### src/rtl/counter_ctrl_pkg.sv
// Shared definitions for the burst sequencer: state encoding and default datapath width.
package counter_ctrl_pkg;

    localparam int unsigned CtrWidth = 8;

    localparam logic [1:0] StIdle  = 2'd0;
    localparam logic [1:0] StClear = 2'd1;
    localparam logic [1:0] StRun   = 2'd2;
    localparam logic [1:0] StGap   = 2'd3;

endpackage

### src/rtl/len_down_counter.sv
// Loadable down-counter used as the RUN and GAP timers; saturates at zero.
module len_down_counter #(
    parameter int unsigned Width = 9
) (
    input  logic             clk_i,
    input  logic             rst_i,
    input  logic             load_i,
    input  logic [Width-1:0] load_val_i,
    input  logic             dec_i,
    output logic [Width-1:0] count_o,
    output logic             zero_o
);

    logic [Width-1:0] count_q, count_d;

    always_comb begin
        count_d = count_q;
        if (load_i) begin
            count_d = load_val_i;
        end else if (dec_i && (count_q != '0)) begin
            count_d = count_q - 1'b1;
        end
    end

    always_ff @(posedge clk_i) begin
        if (rst_i) begin
            count_q <= '0;
        end else begin
            count_q <= count_d;
        end
    end

    assign count_o = count_q;
    assign zero_o  = (count_q == '0);

endmodule

### src/rtl/counter_run_ctrl.sv
// Burst sequencer for the enable-gated up-counter: clear, run for a programmed length,
// optional gap and automatic re-arm. All control outputs come straight from flops.
module counter_run_ctrl
    import counter_ctrl_pkg::*;
#(
    parameter int unsigned WIDTH = CtrWidth
) (
    input  logic             clk,
    input  logic             rst,
    input  logic             start,
    input  logic             stop,
    input  logic             hold,
    input  logic             auto_rearm,
    input  logic [WIDTH-1:0] run_len,
    input  logic [WIDTH-1:0] gap_len,
    output logic             cnt_en,
    output logic             cnt_clr,
    output logic             busy,
    output logic             done,
    output logic [WIDTH-1:0] remaining,
    output logic [1:0]       state
);

    localparam logic [WIDTH:0] CountOne  = {{WIDTH{1'b0}}, 1'b1};
    localparam logic [WIDTH:0] CountFull = {1'b1, {WIDTH{1'b0}}};

    logic [1:0]       state_q, state_d;
    logic [WIDTH-1:0] run_len_q, run_len_d;
    logic [WIDTH-1:0] gap_len_q, gap_len_d;
    logic             cnt_en_q, cnt_en_d;
    logic             cnt_clr_q, cnt_clr_d;
    logic             done_q, done_d;
    logic             relatch;

    logic             run_load, run_dec, run_zero;
    logic [WIDTH:0]   run_load_val, run_cnt;
    logic             gap_load, gap_dec, gap_zero;
    logic [WIDTH:0]   gap_load_val, gap_cnt;

    len_down_counter #(
        .Width (WIDTH + 1)
    ) u_run_timer (
        .clk_i      (clk),
        .rst_i      (rst),
        .load_i     (run_load),
        .load_val_i (run_load_val),
        .dec_i      (run_dec),
        .count_o    (run_cnt),
        .zero_o     (run_zero)
    );

    len_down_counter #(
        .Width (WIDTH + 1)
    ) u_gap_timer (
        .clk_i      (clk),
        .rst_i      (rst),
        .load_i     (gap_load),
        .load_val_i (gap_load_val),
        .dec_i      (gap_dec),
        .count_o    (gap_cnt),
        .zero_o     (gap_zero)
    );

    always_comb begin
        state_d      = state_q;
        run_len_d    = run_len_q;
        gap_len_d    = gap_len_q;
        done_d       = 1'b0;
        relatch      = 1'b0;
        run_load     = 1'b0;
        run_load_val = '0;
        run_dec      = 1'b0;
        gap_load     = 1'b0;
        gap_load_val = '0;
        gap_dec      = 1'b0;

        if (stop) begin
            // Abort: timers are zeroed so remaining reads 0 in IDLE.
            state_d  = StIdle;
            run_load = 1'b1;
            gap_load = 1'b1;
        end else begin
            case (state_q)
                StIdle: begin
                    if (start) begin
                        state_d = StClear;
                        relatch = 1'b1;
                    end
                end
                StClear: begin
                    state_d      = StRun;
                    run_load     = 1'b1;
                    run_load_val = (run_len_q == '0) ? CountFull : {1'b0, run_len_q};
                end
                StRun: begin
                    // Only an increment actually issued this cycle consumes the budget.
                    if (cnt_en_q) begin
                        run_dec = 1'b1;
                        if ((run_cnt == CountOne) || run_zero) begin
                            done_d = 1'b1;
                            if (!auto_rearm) begin
                                state_d = StIdle;
                            end else if (gap_len_q != '0) begin
                                state_d      = StGap;
                                gap_load     = 1'b1;
                                gap_load_val = {1'b0, gap_len_q};
                            end else begin
                                state_d = StClear;
                                relatch = 1'b1;
                            end
                        end
                    end
                end
                StGap: begin
                    gap_dec = 1'b1;
                    if ((gap_cnt == CountOne) || gap_zero) begin
                        state_d = StClear;
                        relatch = 1'b1;
                    end
                end
                default: state_d = StIdle;
            endcase
        end

        if (relatch) begin
            run_len_d = run_len;
            gap_len_d = gap_len;
        end

        cnt_en_d  = (state_d == StRun) && !hold;
        cnt_clr_d = (state_d == StClear);
    end

    always_ff @(posedge clk) begin
        if (rst) begin
            state_q   <= StIdle;
            run_len_q <= '0;
            gap_len_q <= '0;
            cnt_en_q  <= 1'b0;
            cnt_clr_q <= 1'b0;
            done_q    <= 1'b0;
        end else begin
            state_q   <= state_d;
            run_len_q <= run_len_d;
            gap_len_q <= gap_len_d;
            cnt_en_q  <= cnt_en_d;
            cnt_clr_q <= cnt_clr_d;
            done_q    <= done_d;
        end
    end

    assign cnt_en    = cnt_en_q;
    assign cnt_clr   = cnt_clr_q;
    assign done      = done_q;
    assign busy      = (state_q != StIdle);
    assign state     = state_q;
    assign remaining = run_cnt[WIDTH-1:0];

endmodule

### config.mk
export PLATFORM = sky130hd
export DESIGN_NAME = counter_run_ctrl
export DESIGN_NICKNAME = d
export VERILOG_FILES = /design/src/rtl/counter_ctrl_pkg.sv /design/src/rtl/len_down_counter.sv /design/src/rtl/counter_run_ctrl.sv
export SDC_FILE = /design/constraint.sdc
export NUM_CORES = 1
export LEC_CHECK = 0
export ABC_AREA = 1
export CAP_MARGIN = 30
export CORE_MARGIN = 8
export CORE_UTILIZATION = 40
export CTS_CLUSTER_SIZE = 16
export DETAILED_ROUTE_END_ITERATION = 7
export PLACE_DENSITY = 0.6
export SYNTH_ARGS = -nofsm -noshare
export SYNTH_HDL_FRONTEND = slang
export SYNTH_HIERARCHICAL = 1
export SYNTH_SLANG_ARGS = --single-unit
### constraint.sdc
create_clock -name clk -period 2.7 [get_ports clk]
set_input_delay 0.405 -clock clk [delete_from_list [all_inputs] [get_ports clk]]
set_output_delay 0.405 -clock clk [all_outputs]
set_load 0.005 [all_outputs]
---- Word-level counts from Yosys, hierarchy flattened ----
Cells that the tools add are included.
storage, ports and cells
  flip-flop bits (word level) ............. 39
  latch bits .............................. 0
  memory bits (writable) .................. 0
  memory bits (read-only) ................. 0
  bits of input ports ..................... 22
  output and inout port bits .............. 14
  word-level logic and storage cells ...... 79
  memories ................................ 0
cells by class
  add/subtract/negate cells ............... 2
  multiply operators ...................... 0
  div/mod/pow operators ................... 0
  order comparisons ....................... 0
  equality and inequality tests ........... 7
  shift operators ......................... 0
  muxes and demuxes ....................... 43
  bitwise gates (word level) .............. 2
  reductions and logical operators ........ 17
operators with widths
  operator             count
  $mux 9               7
  $mux 8               6
  $mux 1               21
  $eq 9x1->1 const B   2
  $logic_not 9->1      2
  $reduce_bool 9->1    2
  $sub 9x1->9 const B  2
  $mux 2               7
  $logic_not 8->1      1
  $pmux 2 s4           1
  $reduce_bool 8->1    1
  $eq 2x2->1 const B   3
  $reduce_bool 2->1    3
  $eq 2x1->1 const B   2
  $reduce_or 4->1      1
  $logic_and 1x1->1    3
  $pmux 1 s3           1
  $logic_not 2->1      1
  $logic_or 1x1->1     2
  $not 1->1            2
  $logic_not 1->1      1

---- Logic depth before layout (Yosys ltp) ----
Gate-level depths: netlist (run 1).
  depth after elaboration ................. 9
  gate-level depth with buffers ........... 16

---- Cells and area by module ----
Netlist (run 1), hierarchy kept.
by module, submodules not included
  module            instances  cells each  area an instance (um^2)
  counter_run_ctrl  1          210         1263.7
  len_down_counter  2          99          604.3

---- Worst setup path after synthesis (run 1) ----
No wires, ideal clock.
  kind .................................... register to register
  from .................................... register u_run_timer.count_q[0], in the netlist u_run_timer/count_o[0]
  to ...................................... register u_gap_timer.count_q[1], in the netlist u_gap_timer/count_o[1]
  data arrival time ....................... 2126 ps
  data required time ...................... 2584 ps
  slack ................................... 458 ps
  stages on the path, launching flop included .. 17
  path buffers ............................ 1
  period minus slack after synthesis ...... 2242 ps
  cell sequence ........................... dfxtp_1 -> inv_1 -> ha_1 -> nand2_2 -> nor2_2 -> nand2_2 -> inv_1 -> inv_1 -> nand2_1 -> inv_1 -> o31ai_1 -> buf_6 -> clkinv_1 -> nand2_4 -> clkinv_4 -> nor2_1 -> nor2_1
between the ends
  longest elaborated chain between the ends .. 7
  elaborated cells on any way between the ends .. 13
  classes of those cells .................. 1 x eq/ne; 9 x mux; 3 x reduce/logical
ends and longest elaborated chain
  item                                         line                    text
  from (decl)                                  len_down_counter.sv:14  logic [Width-1:0] count_q, count_d;
  from (signal assigned)                       len_down_counter.sv:29  count_q <= count_d;
  $logic_not 9->1 *                            len_down_counter.sv:34  assign zero_o = (count_q == '0);
  named net run_zero                           counter_run_ctrl.sv:35  logic run_load, run_dec, run_zero;
  $logic_or 1x1->1 *                           counter_run_ctrl.sv:99  if ((run_cnt == CountOne) || run_zero) begin
  $mux 1 *                                     counter_run_ctrl.sv:99
  $mux 1 *                                     counter_run_ctrl.sv:97  if (cnt_en_q) begin
  $mux 1 *                                     counter_run_ctrl.sv:83  case (state_q)
  $mux 1 *                                     counter_run_ctrl.sv:77  if (stop) begin
  named net gap_load                           counter_run_ctrl.sv:37  logic gap_load, gap_dec, gap_zero;
  $mux 9 or $reduce_bool 2->1 (tied branches)  --
  to (signal assigned)                         len_down_counter.sv:29
  to (decl)                                    len_down_counter.sv:14
Mark *: on every way through the listed nets, which the timed path passes. The rest lies on a longest branch.
A chain may end at the register's enable or synchronous reset.

---- Worst setup path after layout (run 1) ----
Ends and elaborated chain as after synthesis.

==> results of run 1 <==
power by group through the flow:
stage	Clock [W]	Sequential (W)	Combinational (W)
global route	0.000549	0.000657	0.000380
finish	0.000516	0.000651	0.000333
detailed placement	0	0.000664	0.000333
CTS	0.000524	0.000651	0.000334
floorplan	0	0.000654	0.000241
global placement	0	0.000664	0.000330
path summary, 6_finish.rpt:
| check | startpoint | to | slack (ns) | cells after the start |
|---|---|---|---|---|
| min reg2reg | u_gap_timer/count_o[8] | u_gap_timer/count_o[8] | 0.49 | 2 |
| min | u_gap_timer/count_o[8] | u_gap_timer/count_o[8] | 0.49 | 2 |
| max reg2reg | u_run_timer/count_o[0] | u_gap_timer/count_o[1] | 0.42 | 15 |
| max | u_run_timer/count_o[0] | u_gap_timer/count_o[1] | 0.42 | 15 |
per-layer routing:
metal  share of wire  vias to the layer above  wire length [microns]  track usage
met3           0.053                        6                    322       0.0389
met1            0.50                     1086                   3070        0.191
met4           0.014                        0                     85       0.0468
li1                -                     1348                      -            -
met2            0.43                       54                   2610        0.213
met5               0                        -                      0            0
logic make-up after synthesis:
| family | count (synthesis) | share of synthesized area |
|---|---|---|
| buffers and inverters | 69 | 0.125 |
| DFF | 39 | 0.316 |
| other | 1 | 0.00152 |
| AOI/OAI and AO/OA | 46 | 0.0951 |
| xor gates and xnor gates | 4 | 0.0142 |
| adders and majority gates | 2 | 0.0101 |
| and+or+nand+nor | 247 | 0.438 |
layout make-up:
| class | count | area share |
|---|---|---|
| inverter | 58 | 0.0760 |
| tap | 75 | 0.0313 |
| sequential | 39 | 0.261 |
| clock buffer | 6 | 0.0276 |
| timing repair buffer | 41 | 0.132 |
| clock inverter | 2 | 0.0117 |
| multi-input combinational | 300 | 0.461 |
placed cells by master (no fill, tap or decap), types with 6 or more instances in the layout:
| cell type | instances |
|---|---|
| a21oi_1 | 26 |
| buf_4 | 6 |
| clkbuf_8 | 6 |
| clkdlybuf4s50_1 | 35 |
| dfxtp_1 | 39 |
| inv_1 | 51 |
| nand2_1 | 106 |
| nand3_1 | 31 |
| nor2_1 | 78 |
| nor3_1 | 6 |
| o21ai_0 | 18 |
timing repair:
| action | CTS | global route |
|---|---|---|
| hold endpoints to repair | 0 | 0 |
| gates resized for setup | 0 | 1 |
| endpoints found under the setup margin | 0 | 5 |
| buffers inserted | 0 | 0 |
per-stage QoR:
stage	setup slack (ns)	total power, W	std cells
6_report	0.423	0.00150	521
5_1_grt	0.215	0.00159	521
4_1_cts	0.196	0.00151	521
3_5_place_dp	0.222	0.000997	513
3_3_place_gp	0.335	0.000994	513
2_1_floorplan	0.458	0.000895	408
critical path, stage by stage, from the launching register on:
cell	delay (ns)
dfxtp_1	0.35
inv_1	0.10
ha_1	0.24
nand2_2	0.09
nor2_2	0.14
nand2_2	0.08
inv_1	0.06
inv_1	0.03
nand2_1	0.13
inv_1	0.07
o31ai_1	0.31
inv_2	0.17
nand2_4	0.16
clkinv_4	0.09
nor2_1	0.09
nor2_1	0.05
flip-flops by register name, summed over array words and instances (netlist names):
name / flops
cnt_clr: 1
u_gap_timer/count_o: 9
done: 1
run_len_q: 8
gap_len_q: 8
state: 2
cnt_en: 1
u_run_timer/count_o: 9
==> out/qor.csv, run 1 <==
metric;value;unit
fill cell count;646;
First DRT Iteration DRCs;163;
FF+latch area;781;sq um
Max clock buf depth;2;
post-route clock period utilization;0.843;
synthesized flop and latch total;39;
CTS tree;built;
post-route cell area;3000;sq um
Clk pin slew, worst setup/hold paths;0.08;ns
area leader, netlist;dfxtp_1;
GRT overflow;0;
Top FF cell, synth;dfxtp_1;
Die Ht;94.6;microns
crit start category;register;
# H-tree levels;2;
vias;2494;
LEAKAGE;1.35;nW
DIE WIDTH;94.6;microns
VDD IR max;200;uV
Initial Utilization;0.415;
synthesis-to-finish area growth;21.2;%
cts bufs inserted;5;
critical path type;register to register;
initial antenna violation count;0;
num rows;28;
hold_ws;0.485;ns
Switch Pwr;0.000447;W
Final Net Count;469;
Die ar.;8950;sq um
CTS root buffer;clkbuf_8;
Critical Path Fanout Max;10;
remaining design rule violation count;0;
Netlist cell types;30;
drt first pass iters;5;
GPL Wtd Cong;0.854;
Worst Hold Class;register to register;
FFs w/ async S/R, synth;0;
fmax;439;MHz
clock group share of total power;0.344;
DP Wirelength;4550;microns
Skew-Pair Late Insertion Delay;0.30;ns
RSZ-0062 raised after global routing;no;
largest net degree at the start of global routing;34;
Synth Warn #;6;
Vias/cell;4.79;
Comb pwr share;0.222;
WP data arrival;2.47;ns
Synth Cell Area;2470;sq um
layout cells sized above 1;0.0762;
internal power;0.00105;W
Seq/Total Area, Yosys;0.316;
synth cell count leaders;nand2_1, nor2_1, inv_1, dfxtp_1, nand3_1;
Worst Skew;0.00587;ns
top-count cell post-synth;nand2_1;
Tot GR Track Use;0.142;
Area after DPL;2880;sq um
Power Density;501;nW/um^2
Avg Cell Area, Syn;6.06;sq um
Avg WL per Cell;11.7;microns
Area contributors post-synth;dfxtp_1, nand2_1, nor2_1;
Final Core Density;0.503;
minimum clock period;2.28;ns
CP endpoint kind;register;
Seq pwr share;0.434;
synthesized instance count;408;
final wirelength;6090;microns
final hold vios;0;
Net Count, Synth;432;
multi-input logic area;1380;sq um
vias in the first global route;2192;
status;completed;
Sw Ratio;0.298;
Final setup viols;0;
clk sinks;39;
Data required, critical path;2.89;ns
ANT nets after route;0;
cts hold-fix bufs;0;
ant diodes;0;
first-pass GRT wire length;10400;microns
Placeable Area;5960;sq um
max-slew violation count;0;
Ports;36;
setup TNS;0;ns
Post-synth EDFFs;0;
input/output buffers;35;
area share of the largest cell type after synthesis;0.316;
maxcap violations;0;
Note: power is estimated with default switching activity, not from simulation.
==> run 2, diff against run 1 <==
- clock period: 2.7 -> 2.1 ns (I/O delays scaled with it)
==> run 2 against run 1 <==
Combinational power rose by 52%; sequential power rose by 27%; non-clock buffer count rose by 18; clock skew rose by 0.0040 ns; die area did not move; design area rose by 6.5%; setup slack got worse by 0.27 ns; critical path depth fell by 2; flip-flop and latch count did not move; worst hold slack got worse by 0.012 ns; utilization rose by 3.3 points; cell count rose by 3.5%; critical path type unchanged; critical endpoint is now u_gap_timer/count_o[2].
==> out/qor.csv, run 2 (synthesized netlist as in run 1, its figures left out) <==
metric;value;unit
status;completed;
drt first pass iters;4;
Data required, critical path;2.28;ns
Ports;36;
Worst Skew;0.00985;ns
num rows;28;
Crit path max-delay family;simple AND/OR/NAND/NOR gates;
cts bufs inserted;5;
Placeable Area;5960;sq um
Avg WL per Cell;11.4;microns
clock group share of total power;0.261;
input/output buffers;35;
Vias/cell;4.64;
remaining design rule violation count;0;
Crit path top cell by count;nand2_2;
Initial Utilization;0.415;
Clk pin slew, worst setup/hold paths;0.08;ns
CP max stage cell;o31ai_4;
multi-input logic area;1470;sq um
largest net degree at the start of global routing;34;
Seq pwr share;0.459;
met2 WL;2540;microns
ANT nets after route;0;
Power Density;567;nW/um^2
leading cell types in the layout, fill and taps excluded;nand2_1, nor2_1, inv_1, dfxtp_1, clkdlybuf4s50_1;
Max clock buf depth;2;
vias;2501;
DIE WIDTH;94.6;microns
Die ar.;8950;sq um
VDD IR max;278;uV
critical-path cell list;nor2_2 -> nand2_2 -> nor2_4 -> nand2_2 -> inv_1 -> inv_1 -> nand2_2 -> inv_2 -> o31ai_4 -> buf_4 -> inv_2 -> o21ai_0 -> nor3_1;
maxcap violations;0;
Critical Path Max Stage Delay;0.35;ns
DP Wirelength;4620;microns
GPL Wtd Cong;0.797;
Worst path depth;13;
layout cells sized above 1;0.140;
commonest non-fill, non-tap cell in the layout;nand2_1;
post-route clock period utilization;0.929;
crit start category;register;
setup TNS;0;ns
Worst Hold Class;register to register;
ant diodes;0;
WP data arrival;2.13;ns
# H-tree levels;2;
minimum clock period;1.95;ns
final wirelength;6130;microns
Sw Ratio;0.316;
Critical Path Fanout Max;4;
vias in the first global route;2232;
Final setup viols;0;
Skew-Pair Late Insertion Delay;0.29;ns
CTS tree;built;
crit path setup slack, layout;0.149;ns
GRT overflow;0;
Final Net Count;489;
fill cell count;641;
CP endpoint kind;register;
Worst Hold Path Cells;2;
r2r setup slk;0.15;ns
First DRT Iteration DRCs;155;
clk sinks;39;
first-pass GRT wire length;10200;microns
internal power;0.00124;W
CTS root buffer;clkbuf_8;
Worst Path Buf+Inv;5;
highest routed layer;met4;
Switch Pwr;0.000572;W
Tot GR Track Use;0.139;
metal3 WL;373;microns
DRT met1 WL;3150;microns
synthesis-to-finish area growth;29.0;%
critical path type;register to register;
fmax;513;MHz
cells on worst reg2reg path;13;
Die Ht;94.6;microns
final hold vios;0;
Comb pwr share;0.280;
dpl ws;-0.132;ns
FF+latch area;783;sq um
initial antenna violation count;0;
LEAKAGE;1.44;nW
hold_ws;0.473;ns
max-slew violation count;0;
-- run 2: cell types whose count changed in the layout (fill, tap and decap cells not counted), moves of 2 or more --
cell,delta
buf_4,+17
dfxtp_1,-2
dfxtp_2,+2
inv_1,-3
inv_2,+3
nand2_1,-3
nand2_2,+2
nor2_4,+2
-- run 2: area by class of cell --
class                           count  area share
Multi-Input combinational cell    301       0.462
Sequential cell                    39       0.245
Timing Repair Buffer               59       0.167
Inverter                           58      0.0722
Tap cell                           75      0.0294
Clock buffer                        6      0.0227
Timing Repair inverter              1     0.00118
-- run 2: worst reg2reg max path, stage by stage, from the launching register on --
cell and delay, ns:
dfxtp_1 0.34, nor2_2 0.18, nand2_2 0.09, nor2_4 0.12, nand2_2 0.08, inv_1 0.05
inv_1 0.04, nand2_2 0.07, inv_2 0.05, o31ai_4 0.35, buf_4 0.18, inv_2 0.05
o21ai_0 0.17, nor3_1 0.08
-- run 2: final timing paths --
path	start	end
setup / recovery	u_run_timer/count_o[5]	u_gap_timer/count_o[2]
hold / removal	u_gap_timer/count_o[8]	u_gap_timer/count_o[8]
setup reg to reg	u_run_timer/count_o[5]	u_gap_timer/count_o[2]
hold reg to reg	u_gap_timer/count_o[8]	u_gap_timer/count_o[8]
-- run 2: metrics by stage --
stage	cell area [sq um]	power, W	cells	util
2_1_floorplan	2480	0.00115	408	-
5_1_grt	3190	0.00192	539	0.536
3_3_place_gp	3000	0.00131	529	0.504
4_1_cts	3100	0.00179	537	0.521
3_5_place_dp	3000	0.00132	529	0.504
6_report	3190	0.00181	539	0.536
-- run 2: metal layers --
layer  global-route usage  vias up
li1                     -     1389
met1                0.187     1053
met5                    0        -
met2                0.207       53
met4               0.0390        0
met3               0.0429        6
-- run 2: repair_timing --
action,CTS,global route
cloned,1,1
setup buffers,1,1
setup endpoints to repair,8,19
resized for setup,2,22
hold buffers,0,0
endpoints found under the hold margin,0,0
pin swaps,0,7
-- run 2: power groups by stage --
stage	logic [W]	clock network, W	registers (W)
global route	0.000569	0.000517	0.000837
CTS	0.000481	0.000486	0.000827
floorplan	0.000311	0	0.000841
detailed placement	0.000472	0	0.000844
global placement	0.000467	0	0.000843
finish	0.000507	0.000473	0.000830
